**config.mk**
```make
export PLATFORM = sky130hd
export DESIGN_NAME = pipe_arbiter_flat
export DESIGN_NICKNAME = d
export VERILOG_FILES = /design/src/rtl/pipe_arbiter_pkg.sv /design/src/rtl/pipe_arbiter_if.sv /design/src/rtl/pipe_arbiter_rr_pick.sv /design/src/rtl/pipe_arbiter.sv /design/src/flat_wrapper.sv
export SDC_FILE = /design/constraint.sdc
export NUM_CORES = 1
export LEC_CHECK = 0
export ABC_CLOCK_PERIOD_IN_PS = 17400
export CORE_AREA = 2 2 261 263
export CTS_CLUSTER_SIZE = 12
export DETAILED_ROUTE_END_ITERATION = 8
export DIE_AREA = 0 0 263 265
export GPL_ROUTABILITY_DRIVEN = 0
export PLACE_DENSITY = 0.69
export SYNTH_ARGS = -nofsm -noshare
export SYNTH_HDL_FRONTEND = slang
export SYNTH_SLANG_ARGS = --single-unit
```
**constraint.sdc**
```tcl
create_clock -name CLK -period 17.4 [get_ports CLK]
set_clock_uncertainty 0.15 [all_clocks]
set_input_delay 1.74 -clock CLK [delete_from_list [all_inputs] [get_ports CLK]]
set_output_delay 1.74 -clock CLK [all_outputs]
set_load 0.01 [all_outputs]
```
**src/rtl/pipe_arbiter_pkg.sv**
```systemverilog
// Shared constants and types for the pipe arbiter: default sizes, pipe header
// field layout, and the candidate-set tag used by the grant logic.
package pipe_arbiter_pkg;

    localparam int DEF_WIDTH        = 128;
    localparam int DEF_STARVE_LIMIT = 16;
    localparam int IDX_W            = 3;

    localparam int HDR_LEN_LSB = 0;
    localparam int HDR_LEN_W   = 16;
    localparam int HDR_ID_LSB  = 16;
    localparam int HDR_ID_W    = 16;

    localparam logic [15:0] PRINTF_CHAN_ID = 16'd32767;

    typedef enum logic [1:0] {
        CAND_NONE,
        CAND_STARVED,
        CAND_PRIO,
        CAND_ALL
    } cand_src_e;

    function automatic logic [31:0] make_hdr(input logic [15:0] chan_id,
                                             input logic [15:0] len_words);
        logic [31:0] hdr;
        hdr = '0;
        hdr[HDR_ID_LSB  +: HDR_ID_W]  = chan_id;
        hdr[HDR_LEN_LSB +: HDR_LEN_W] = len_words;
        return hdr;
    endfunction

endpackage

```
**src/rtl/pipe_arbiter_if.sv**
```systemverilog
// Bundle of the arbiter's requester, merged-output and priority-load pipes.
// Enq handshake: a transfer happens at the clock edge where _ena is high; _ena may only be
// raised while the matching _rdy is high, and _rdy never depends on the same-cycle _ena.
interface pipe_arbiter_if #(
    parameter int NUM_IN = 4,
    parameter int WIDTH  = 128
);
    logic [NUM_IN-1:0]       in_enq_ena;
    logic [NUM_IN*WIDTH-1:0] in_enq_v;
    logic [NUM_IN-1:0]       in_enq_rdy;

    logic                    out_enq_ena;
    logic [WIDTH-1:0]        out_enq_v;
    logic                    out_enq_rdy;

    logic                    prio_set_ena;
    logic [NUM_IN-1:0]       prio_set_mask;
    logic                    prio_set_rdy;

    logic [2:0]              grant_last;
    logic [15:0]             forced_count;

    modport master (
        output in_enq_ena, in_enq_v, out_enq_rdy, prio_set_ena, prio_set_mask,
        input  in_enq_rdy, out_enq_ena, out_enq_v, prio_set_rdy, grant_last, forced_count
    );

    modport slave (
        input  in_enq_ena, in_enq_v, out_enq_rdy, prio_set_ena, prio_set_mask,
        output in_enq_rdy, out_enq_ena, out_enq_v, prio_set_rdy, grant_last, forced_count
    );
endinterface

```
**src/rtl/pipe_arbiter_rr_pick.sv**
```systemverilog
// Rotating first-one finder: returns the first set request scanning from i_start upward,
// wrapping modulo N. With no request, o_idx echoes i_start so the output mux stays deterministic.
module pipe_arbiter_rr_pick
    import pipe_arbiter_pkg::*;
#(
    parameter int N = 4
) (
    input  logic [N-1:0]     i_req,
    input  logic [IDX_W-1:0] i_start,
    output logic [IDX_W-1:0] o_idx,
    output logic             o_valid
);

    logic [N-1:0] w_rot;

    always_comb begin
        w_rot   = N'({i_req, i_req} >> i_start);
        o_idx   = i_start;
        o_valid = 1'b0;
        // Walk from the far end so the request nearest i_start is written last and wins.
        for (int k = N - 1; k >= 0; k--) begin
            if (w_rot[k]) begin
                o_valid = 1'b1;
                o_idx   = IDX_W'((int'(i_start) + k) % N);
            end
        end
    end

endmodule

```
**src/rtl/pipe_arbiter.sv**
```systemverilog
// Merges NUM_IN enq pipes into one through per-requester one-entry buffers, with round-robin
// grant, an optional high-priority mask, and wait counters that force starved traffic ahead.
module pipe_arbiter
    import pipe_arbiter_pkg::*;
#(
    parameter int NUM_IN       = 4,
    parameter int WIDTH        = DEF_WIDTH,
    parameter int STARVE_LIMIT = DEF_STARVE_LIMIT
) (
    input logic           CLK,
    input logic           RST,
    pipe_arbiter_if.slave bus
);

    logic [NUM_IN-1:0] r_full;
    logic [WIDTH-1:0]  r_buf [NUM_IN];
    logic [7:0]        r_wait [NUM_IN];
    logic [IDX_W-1:0]  r_rr_ptr;
    logic [IDX_W-1:0]  r_grant_last;
    logic [NUM_IN-1:0] r_prio_mask;
    logic [15:0]       r_forced_count;

    logic [NUM_IN-1:0] w_starved;
    logic [NUM_IN-1:0] w_prio_full;
    logic [NUM_IN-1:0] w_cand;
    logic [NUM_IN-1:0] w_g_oh;
    cand_src_e         w_src;
    logic [IDX_W-1:0]  w_g;
    logic [IDX_W-1:0]  w_next_ptr;
    logic              w_g_valid;
    logic              w_out_ena;
    logic              w_forced;
    logic [WIDTH-1:0]  w_out_v;

    always_comb begin
        for (int i = 0; i < NUM_IN; i++) begin
            w_starved[i] = r_full[i] && (r_wait[i] >= 8'(STARVE_LIMIT));
        end
    end

    assign w_prio_full = r_full & r_prio_mask;

    // Starved traffic outranks priority traffic, which outranks everything else.
    always_comb begin
        w_src  = CAND_NONE;
        w_cand = r_full;
        if (w_starved != '0) begin
            w_src  = CAND_STARVED;
            w_cand = w_starved;
        end else if (w_prio_full != '0) begin
            w_src  = CAND_PRIO;
            w_cand = w_prio_full;
        end else if (r_full != '0) begin
            w_src  = CAND_ALL;
        end
    end

    pipe_arbiter_rr_pick #(.N(NUM_IN)) u_rr_pick (
        .i_req   (w_cand),
        .i_start (r_rr_ptr),
        .o_idx   (w_g),
        .o_valid (w_g_valid)
    );

    always_comb begin
        w_out_v = '0;
        for (int i = 0; i < NUM_IN; i++) begin
            w_g_oh[i] = (w_g == IDX_W'(i));
            if (w_g_oh[i]) begin
                w_out_v = r_buf[i];
            end
        end
    end

    assign w_out_ena  = w_g_valid && bus.out_enq_rdy;
    assign w_next_ptr = (w_g == IDX_W'(NUM_IN - 1)) ? '0 : w_g + IDX_W'(1);
    // Only counted when a non-priority grant actually displaced waiting priority traffic.
    assign w_forced   = w_out_ena && (w_src == CAND_STARVED) &&
                        ((w_g_oh & r_prio_mask) == '0) && (w_prio_full != '0);

    always_ff @(posedge CLK or posedge RST) begin
        if (RST) begin
            r_full         <= '0;
            r_rr_ptr       <= '0;
            r_grant_last   <= '0;
            r_prio_mask    <= '0;
            r_forced_count <= '0;
            for (int i = 0; i < NUM_IN; i++) begin
                r_buf[i]  <= '0;
                r_wait[i] <= '0;
            end
        end else begin
            for (int i = 0; i < NUM_IN; i++) begin
                if (w_out_ena && w_g_oh[i]) begin
                    r_full[i] <= 1'b0;
                    r_wait[i] <= '0;
                end else if (r_full[i]) begin
                    if (r_wait[i] != 8'hFF) begin
                        r_wait[i] <= r_wait[i] + 8'd1;
                    end
                end else if (bus.in_enq_ena[i]) begin
                    r_full[i] <= 1'b1;
                    r_buf[i]  <= bus.in_enq_v[i*WIDTH +: WIDTH];
                end
            end
            if (w_out_ena) begin
                r_rr_ptr     <= w_next_ptr;
                r_grant_last <= w_g;
            end
            if (w_forced && (r_forced_count != 16'hFFFF)) begin
                r_forced_count <= r_forced_count + 16'd1;
            end
            if (bus.prio_set_ena) begin
                r_prio_mask <= bus.prio_set_mask;
            end
        end
    end

    assign bus.in_enq_rdy   = ~r_full;
    assign bus.out_enq_ena  = w_out_ena;
    assign bus.out_enq_v    = w_out_v;
    assign bus.prio_set_rdy = 1'b1;
    assign bus.grant_last   = r_grant_last;
    assign bus.forced_count = r_forced_count;

endmodule

```
**src/flat_wrapper.sv**
```systemverilog
// flat-port wrapper written by rule: the top's interface ports become plain ports
module pipe_arbiter_flat import pipe_arbiter_pkg::*;
#(
    parameter int NUM_IN       = 4,
    parameter int WIDTH        = DEF_WIDTH,
    parameter int STARVE_LIMIT = DEF_STARVE_LIMIT
)
  (CLK, RST, bus_in_enq_ena, bus_in_enq_v, bus_out_enq_rdy, bus_prio_set_ena, bus_prio_set_mask, bus_in_enq_rdy, bus_out_enq_ena, bus_out_enq_v, bus_prio_set_rdy, bus_grant_last, bus_forced_count);
  pipe_arbiter_if #(.NUM_IN(NUM_IN), .WIDTH(WIDTH)) bus_i ();
  input logic CLK;
  input logic RST;
  input wire logic [$bits(bus_i.in_enq_ena)-1:0] bus_in_enq_ena;
  input wire logic [$bits(bus_i.in_enq_v)-1:0] bus_in_enq_v;
  input wire logic [$bits(bus_i.out_enq_rdy)-1:0] bus_out_enq_rdy;
  input wire logic [$bits(bus_i.prio_set_ena)-1:0] bus_prio_set_ena;
  input wire logic [$bits(bus_i.prio_set_mask)-1:0] bus_prio_set_mask;
  output wire logic [$bits(bus_i.in_enq_rdy)-1:0] bus_in_enq_rdy;
  output wire logic [$bits(bus_i.out_enq_ena)-1:0] bus_out_enq_ena;
  output wire logic [$bits(bus_i.out_enq_v)-1:0] bus_out_enq_v;
  output wire logic [$bits(bus_i.prio_set_rdy)-1:0] bus_prio_set_rdy;
  output wire logic [$bits(bus_i.grant_last)-1:0] bus_grant_last;
  output wire logic [$bits(bus_i.forced_count)-1:0] bus_forced_count;
  assign bus_i.in_enq_ena = bus_in_enq_ena;
  assign bus_i.in_enq_v = bus_in_enq_v;
  assign bus_i.out_enq_rdy = bus_out_enq_rdy;
  assign bus_i.prio_set_ena = bus_prio_set_ena;
  assign bus_i.prio_set_mask = bus_prio_set_mask;
  assign bus_in_enq_rdy = bus_i.in_enq_rdy;
  assign bus_out_enq_ena = bus_i.out_enq_ena;
  assign bus_out_enq_v = bus_i.out_enq_v;
  assign bus_prio_set_rdy = bus_i.prio_set_rdy;
  assign bus_grant_last = bus_i.grant_last;
  assign bus_forced_count = bus_i.forced_count;
  pipe_arbiter #(.NUM_IN(NUM_IN), .WIDTH(WIDTH), .STARVE_LIMIT(STARVE_LIMIT)) u_core (.CLK(CLK), .RST(RST), .bus(bus_i));
endmodule
```
[After elaboration in Yosys (flattened, before gate mapping)]
Index checks and enable logic that the tools add are counted.
Widths: inputs -> output; s select.
Storage, ports and cells
  input bits: 524
  output and inout port bits: 153
  bits in registers: 574
  word-level logic and storage cells: 129
Operators by class
  equal/unequal tests: 9
  shift-type cells: 1
  mux-type cells: 42
  reductions and logical operators: 37
  bitwise gates (word level): 14
  add/subtract/negate cells: 9
  magnitude comparators: 4
Operators with widths (number)
  $mux 128: 4
  $mux 8: 12
  $add 8x1->8 const B: 4
  $ge 8x5->1 const B: 4
  $ne 8x8->1 const B: 4
  $add 16x1->16 const B: 1
  $mux 1: 16
  $ne 16x16->1 const B: 1
  $reduce_bool 2->1: 8
  $mux 3: 5
  $logic_and 1x1->1: 13
  $reduce_and 3->1: 4
  $reduce_bool 4->1: 3
  $and 4x4->4: 2
  $mux 4: 2
  $not 1->1: 8
  $reduce_and 2->1: 4
  $shr 8x3->4: 1
  $eq 3x2->1 const B: 2
  $mux 2: 3
  $reduce_or 2->1: 3
  $add 2x2->2 const B: 2
  $logic_not 4->1: 1
  $not 4->4: 1
  6 further kinds: 8

[Depth between registers and ports, before layout]
  depth after elaboration: 15
  depth in mapped cells: 18

[Modules after synthesis]
From an unflattened synthesis, not the netlist that was laid out.
Unflattened totals
  cell total of the unflattened synthesis: 2031
  area, all modules: 25642.1 sq um
By module, submodules not included
  pipe_arbiter: times used 1, cells an instance 2000, area each 25411.9 sq um, sequential area each 14363.8 sq um
  pipe_arbiter_rr_pick: times used 1, cells an instance 31, area each 230.2 sq um, sequential area each 0.0 sq um

[Least setup slack after synthesis]
OpenSTA, ideal clock, no wires.
  path type: register -> output
  start point: register u_core.r_wait[23] (netlist name)
  end point: output bus_out_enq_v[117]
  data required time: 15.510 ns
  arrival: 3.787 ns
  stages on the path, launching flop included: 17
  path buffers: 3
  path slack: 11.723 ns
  path through: dfrtp_1 o41ai_4 nand4_2 o311a_1 nor2_1 a32oi_2 or3_1 and2_1 buf_2 inv_1 ha_1 clkbuf_1 clkbuf_1 a21oi_1 o2bb2ai_1 o21ai_0 o21ai_0
Between the ends
  longest elaborated chain between the ends: 14
RTL lines
  start, declared: line pipe_arbiter.sv:17  | logic [7:0] r_wait [NUM_IN];
  start signal, assigned by index: line pipe_arbiter.sv:99  | r_wait[i] <= r_wait[i] + 8'd1;
  $ge 8x5->1 *: line pipe_arbiter.sv:37  | w_starved[i] = r_full[i] && (r_wait[i] >= 8'(STARVE_LIMIT));
  $logic_and 1x1->1 *: line pipe_arbiter.sv:37
  $reduce_bool 4->1: line pipe_arbiter.sv:47  | if (w_starved != '0) begin
  $mux 4 *: line pipe_arbiter.sv:47
  $shr 8x3->4 *: line pipe_arbiter_rr_pick.sv:17  | w_rot = N'({i_req, i_req} >> i_start);
  $mux 3 (3 in series): line pipe_arbiter_rr_pick.sv:22  | if (w_rot[k]) begin
  $mux 3 *: line pipe_arbiter_rr_pick.sv:22
  named net u_core.u_rr_pick.o_idx[0]: line pipe_arbiter_rr_pick.sv:10  | output logic [IDX_W-1:0] o_idx,
  $logic_not 3->1: line pipe_arbiter.sv:68  | w_g_oh[i] = (w_g == IDX_W'(i));
  $mux 128 (3 in series): line pipe_arbiter.sv:69  | if (w_g_oh[i]) begin
  $mux 128 *: line pipe_arbiter.sv:69
  end, declared: line flat_wrapper.sv:19  | output wire logic [$bits(bus_i.out_enq_v)-1:0] bus_out_enq_v;
Mark *: on every way through the listed nets, which the timed path passes. The rest lies on a longest branch.

[Worst setup path after layout]
  start point: register u_core.r_wait[23] (netlist name)
  end point: output bus_out_enq_v[8]
The elaborated chain is that of the path after synthesis.

==> run summary <==
The starting density of the core is between 30% and 40%. By startpoint and endpoint, the worst setup path is classified as reg -> out. The post-synthesis to final-layout area growth is 36.2%.

Across all register-to-register paths, the minimum setup slack is between 10 and 15 ns. In the layout the commonest cells are sky130_fd_sc_hd__clkdlybuf4s50_1, sky130_fd_sc_hd__dfrtp_1, sky130_fd_sc_hd__mux2_2. The synthesis-stage register bit count came out at around 570.

The total via count in the routed design is around 20000. After floorplanning, the core was divided into between 90 and 100 placement rows. The count of final max-slew check failures came out at 0. The clock-pin slew reported for the worst setup and hold paths after clock tree synthesis is ~0.060 ns. Setup repair after global routing left no endpoint under its margin. The post-cts hold buffer count came out at 0. The largest fanout on the critical path is 69.

The insertion delay to the later sink of the worst-skew pair is ~0.60 ns. The residual antenna-violating net count after detailed routing came out at 0. The number of fill cells came out at 5659. The run finished with clean final reports. The horizontal extent of the die is between 200 and 300 um.

The final worst-path cycle share came out at around half. Pin placement for this block handled about 680 I/O pins. The number of sinks on the clock net came out at around 570.

Headroom to the max-slew limit came out at 24.6%. The remaining routing DRC violations is 0. The number of synthesized flops with an enable pin is 0. Buffers placed on the I/O ports in this run total 675. The aggregate global routing overflow is 0. Of all flip-flops after synthesis, the portion carrying an async set or reset was 100%.

The most critical setup path has its endpoint at bus_out_enq_v[8]. The number of hold violations in the final report came out at 0. The floorplan die height is ~270 um. The critical path goes through o41ai_4 > nand4_2 > o311a_1 > nor2_1 > a32oi_2 > o21ai_0 > and2_1 > inv_1 > ha_4 > nor2_1 > and4_4 > buf_4 > o2bb2ai_1 > o21ai_0 > o21ai_1 > clkdlybuf4s50_1.

The path depth of the worst reg2reg path is 14. The final number of setup-violating endpoints is 0. Global routing consumed, over all layers together, around 25% of the routing resources. The wire length of the first global-routing pass came out at roughly 130 mm. The critical path starts at u_core.r_wait[23]. The cell family with the largest share of critical-path delay is compound AO/OA/AOI/OAI gates. CTS built an H-tree with a depth of 3. The floorplan die area is approximately 70000 um2. The CTS tree is built. The measured slew at the worst slew-check pin came out at about 1.1 ns. The tree is rooted in a sky130_fd_sc_hd__clkbuf_16. In this run the worst hold path is classified as reg -> reg. The number of detailed-routing iterations run before antenna repair is 6. Of the synthesized area, sequential elements account for around 54%. The detailed-route wire length per cell came out at between 20 and 25 um. The endpoint of the worst register-to-register path is u_core.r_buf[209]. Yosys mapped the design onto 57 distinct sky130hd cell types. Detailed placement ended at an HPWL of 62.9 mm. The most frequently used flop master after synthesis is sky130_fd_sc_hd__dfrtp_1. The clock period could shrink to ~9 ns. The worst setup path is captured at a primary output. In the post-synthesis netlist, the biggest area contributors are sky130_fd_sc_hd__dfrtp_1, sky130_fd_sc_hd__mux2_2, sky130_fd_sc_hd__o2bb2ai_1, sky130_fd_sc_hd__o21ai_0, sky130_fd_sc_hd__a21oi_1. The endpoint arrival time on the critical path is ~7.2 ns. Leaving out fill and tap cells, the most frequent cell in the layout is sky130_fd_sc_hd__clkdlybuf4s50_1.

Of the post-synthesis cell area, the dominant cell type holds a little over half. The largest stage delay on the critical path is ~0.85 ns. The worst hold margin came out at 0.347 ns. The final routed wirelength across all metal layers is 88.7 mm. The post-synthesis average cell area came out at about 12 um2. The number of nets at the end of the flow is approximately 3300. The total core area came out at 66800 um2. The total buffers and inverters traversed by the critical path is 3. The maximum number of pins on one net before global-route repair is about 160. The initial antenna violation count is 33.

After routing, the total negative slack on setup checks comes to 0 ns. The slowest stage of the critical path belongs to the cell sky130_fd_sc_hd__buf_4. The startpoint type of the worst setup path is a flop. For this run, the number of Yosys warnings is 0. TritonCTS created between 60 and 70 clock buffers.

Based on the critical path, the design can be clocked at up to about 110 MHz. In this run the critical register-to-register path is launched from u_core.r_wait[23]. The layout cell share with drive strength beyond 1 came out at between 20% and 30%. In this run the number of cells on the critical path is 16.

The first-iteration detailed-routing DRC count came out at around 1300. In the synthesized netlist, the number of instances is 2194. In this run, post-CTS repair resized a total of 0 instances. At the worst endpoint, the required time is approximately 16 ns. The maximum number of buffers from clock root to sink came out at 3. The biggest area contributor in the post-synthesis netlist is sky130_fd_sc_hd__dfrtp_1. Dividing the detail-routed via count by the number of cells gives around 5.4.

The post-synth design cell area came out at between 20000 and 30000 um2. The number of global-route vias before repair came out at between 20000 and 25000. The number of max-cap violations came out at 0. The number of nets in the synthesized netlist is 2729.

The total setup buffers inserted after CTS came out at 0.
state kept, by name (all words and copies together), names as in the netlist:
name and count:
u_core.r_rr_ptr 3, u_core.bus.grant_last 3, u_core.bus.forced_count 16, u_core.r_wait 32
u_core.r_prio_mask 4, u_core.r_buf 512, u_core.r_full 4
per-stage QoR:
step	setup slack [ns]	util, %	area (um2)	std cells
after floorplan	7.69	-	26400	2194
after global placement	9.37	50.5	33800	3602
after detailed placement	9.12	50.5	33800	3602
after CTS	8.47	53.8	35900	3717
after global routing	8.04	53.9	36000	3740
final	8.36	53.9	36000	3741
metal layers:
metal / routed length [um] / vias up / part of all wire (%) / global-route usage [%]
li1: - / 9141 / - / -
met1: 36200 / 10300 / 41 / 31.2
met2: 44300 / 643 / 50 / 41.8
met3: 4980 / 195 / 5.6 / 5.75
met4: 3100 / 18 / 3.5 / 10.1
met5: 126 / - / 0.14 / 0
synthesized netlist by cell type (all sizes together) (6+ instances only):
library cell and count:
nand2 150, inv 25, o21ai 264, buf 74
xor2 14, nand3 13, o2bb2ai 128, xnor2 30
clkbuf 93, dfrtp 574, nand4 20, and3 8
a21oi 136, and2 6, mux2 517, ha 11
nor2 70, nor2b 6
cell families (layout without fill, tap and decap cells):
| group | count (synthesis) | in the layout | share of synthesized area [%] |
|---|---|---|---|
| flip-flops | 574 | 574 | 54.4 |
| AO/OA/AOI/OAI | 561 | 561 | 13.2 |
| multiplexers | 518 | 518 | 22.1 |
| AND/OR/NAND/NOR | 293 | 293 | 4.94 |
| buffers and inverters | 192 | 842 | 3.43 |
| XOR/XNOR | 44 | 44 | 1.46 |
| adder cells (fa/ha/maj) | 11 | 11 | 0.521 |
| other | 1 | 25 | 0.0142 |
how the worst min path moves through the flow:
stage | startpoint | end | slack (ns) | depth (start not counted)
6_report | u_core.bus.forced_count[8] | u_core.bus.forced_count[8] | 0.35 | 1
5_1_grt | u_core.r_buf[166] | u_core.r_buf[166] | 0.36 | 1
4_1_cts | u_core.bus.forced_count[8] | u_core.bus.forced_count[8] | 0.35 | 1
3_5_place_dp | u_core.r_buf[184] | u_core.r_buf[184] | 0.34 | 1
3_3_place_gp | u_core.bus.forced_count[8] | u_core.bus.forced_count[8] | 0.33 | 1
2_1_floorplan | u_core.r_buf[128] | u_core.r_buf[128] | 0.33 | 1
cell type report:
cell class | count | area [um2] | area share [%]
antenna | 24 | 60.1 | 0.167
clock buffer | 96 | 1960 | 5.44
clock inverter | 19 | 211 | 0.588
inverter | 25 | 97.6 | 0.271
multi-input combinational | 1428 | 11200 | 31.2
sequential | 574 | 14400 | 39.9
tap | 873 | 1090 | 3.04
timing repair buffer | 702 | 6980 | 19.4
worst register-to-register path: cells and delay by family (launching register included):
family                     cells  cell delay, ns
buffers and inverters          3            1.65
AOI/OAI and AO/OA              4            1.58
and+or+nand+nor                4            1.26
muxes                          2            0.66
DFF                            1            0.43
adders and majority gates      1            0.34
Power is left out: the tool's default activity adds up to more than one toggle a clock period on the data nets, which glitch-free logic cannot reach.
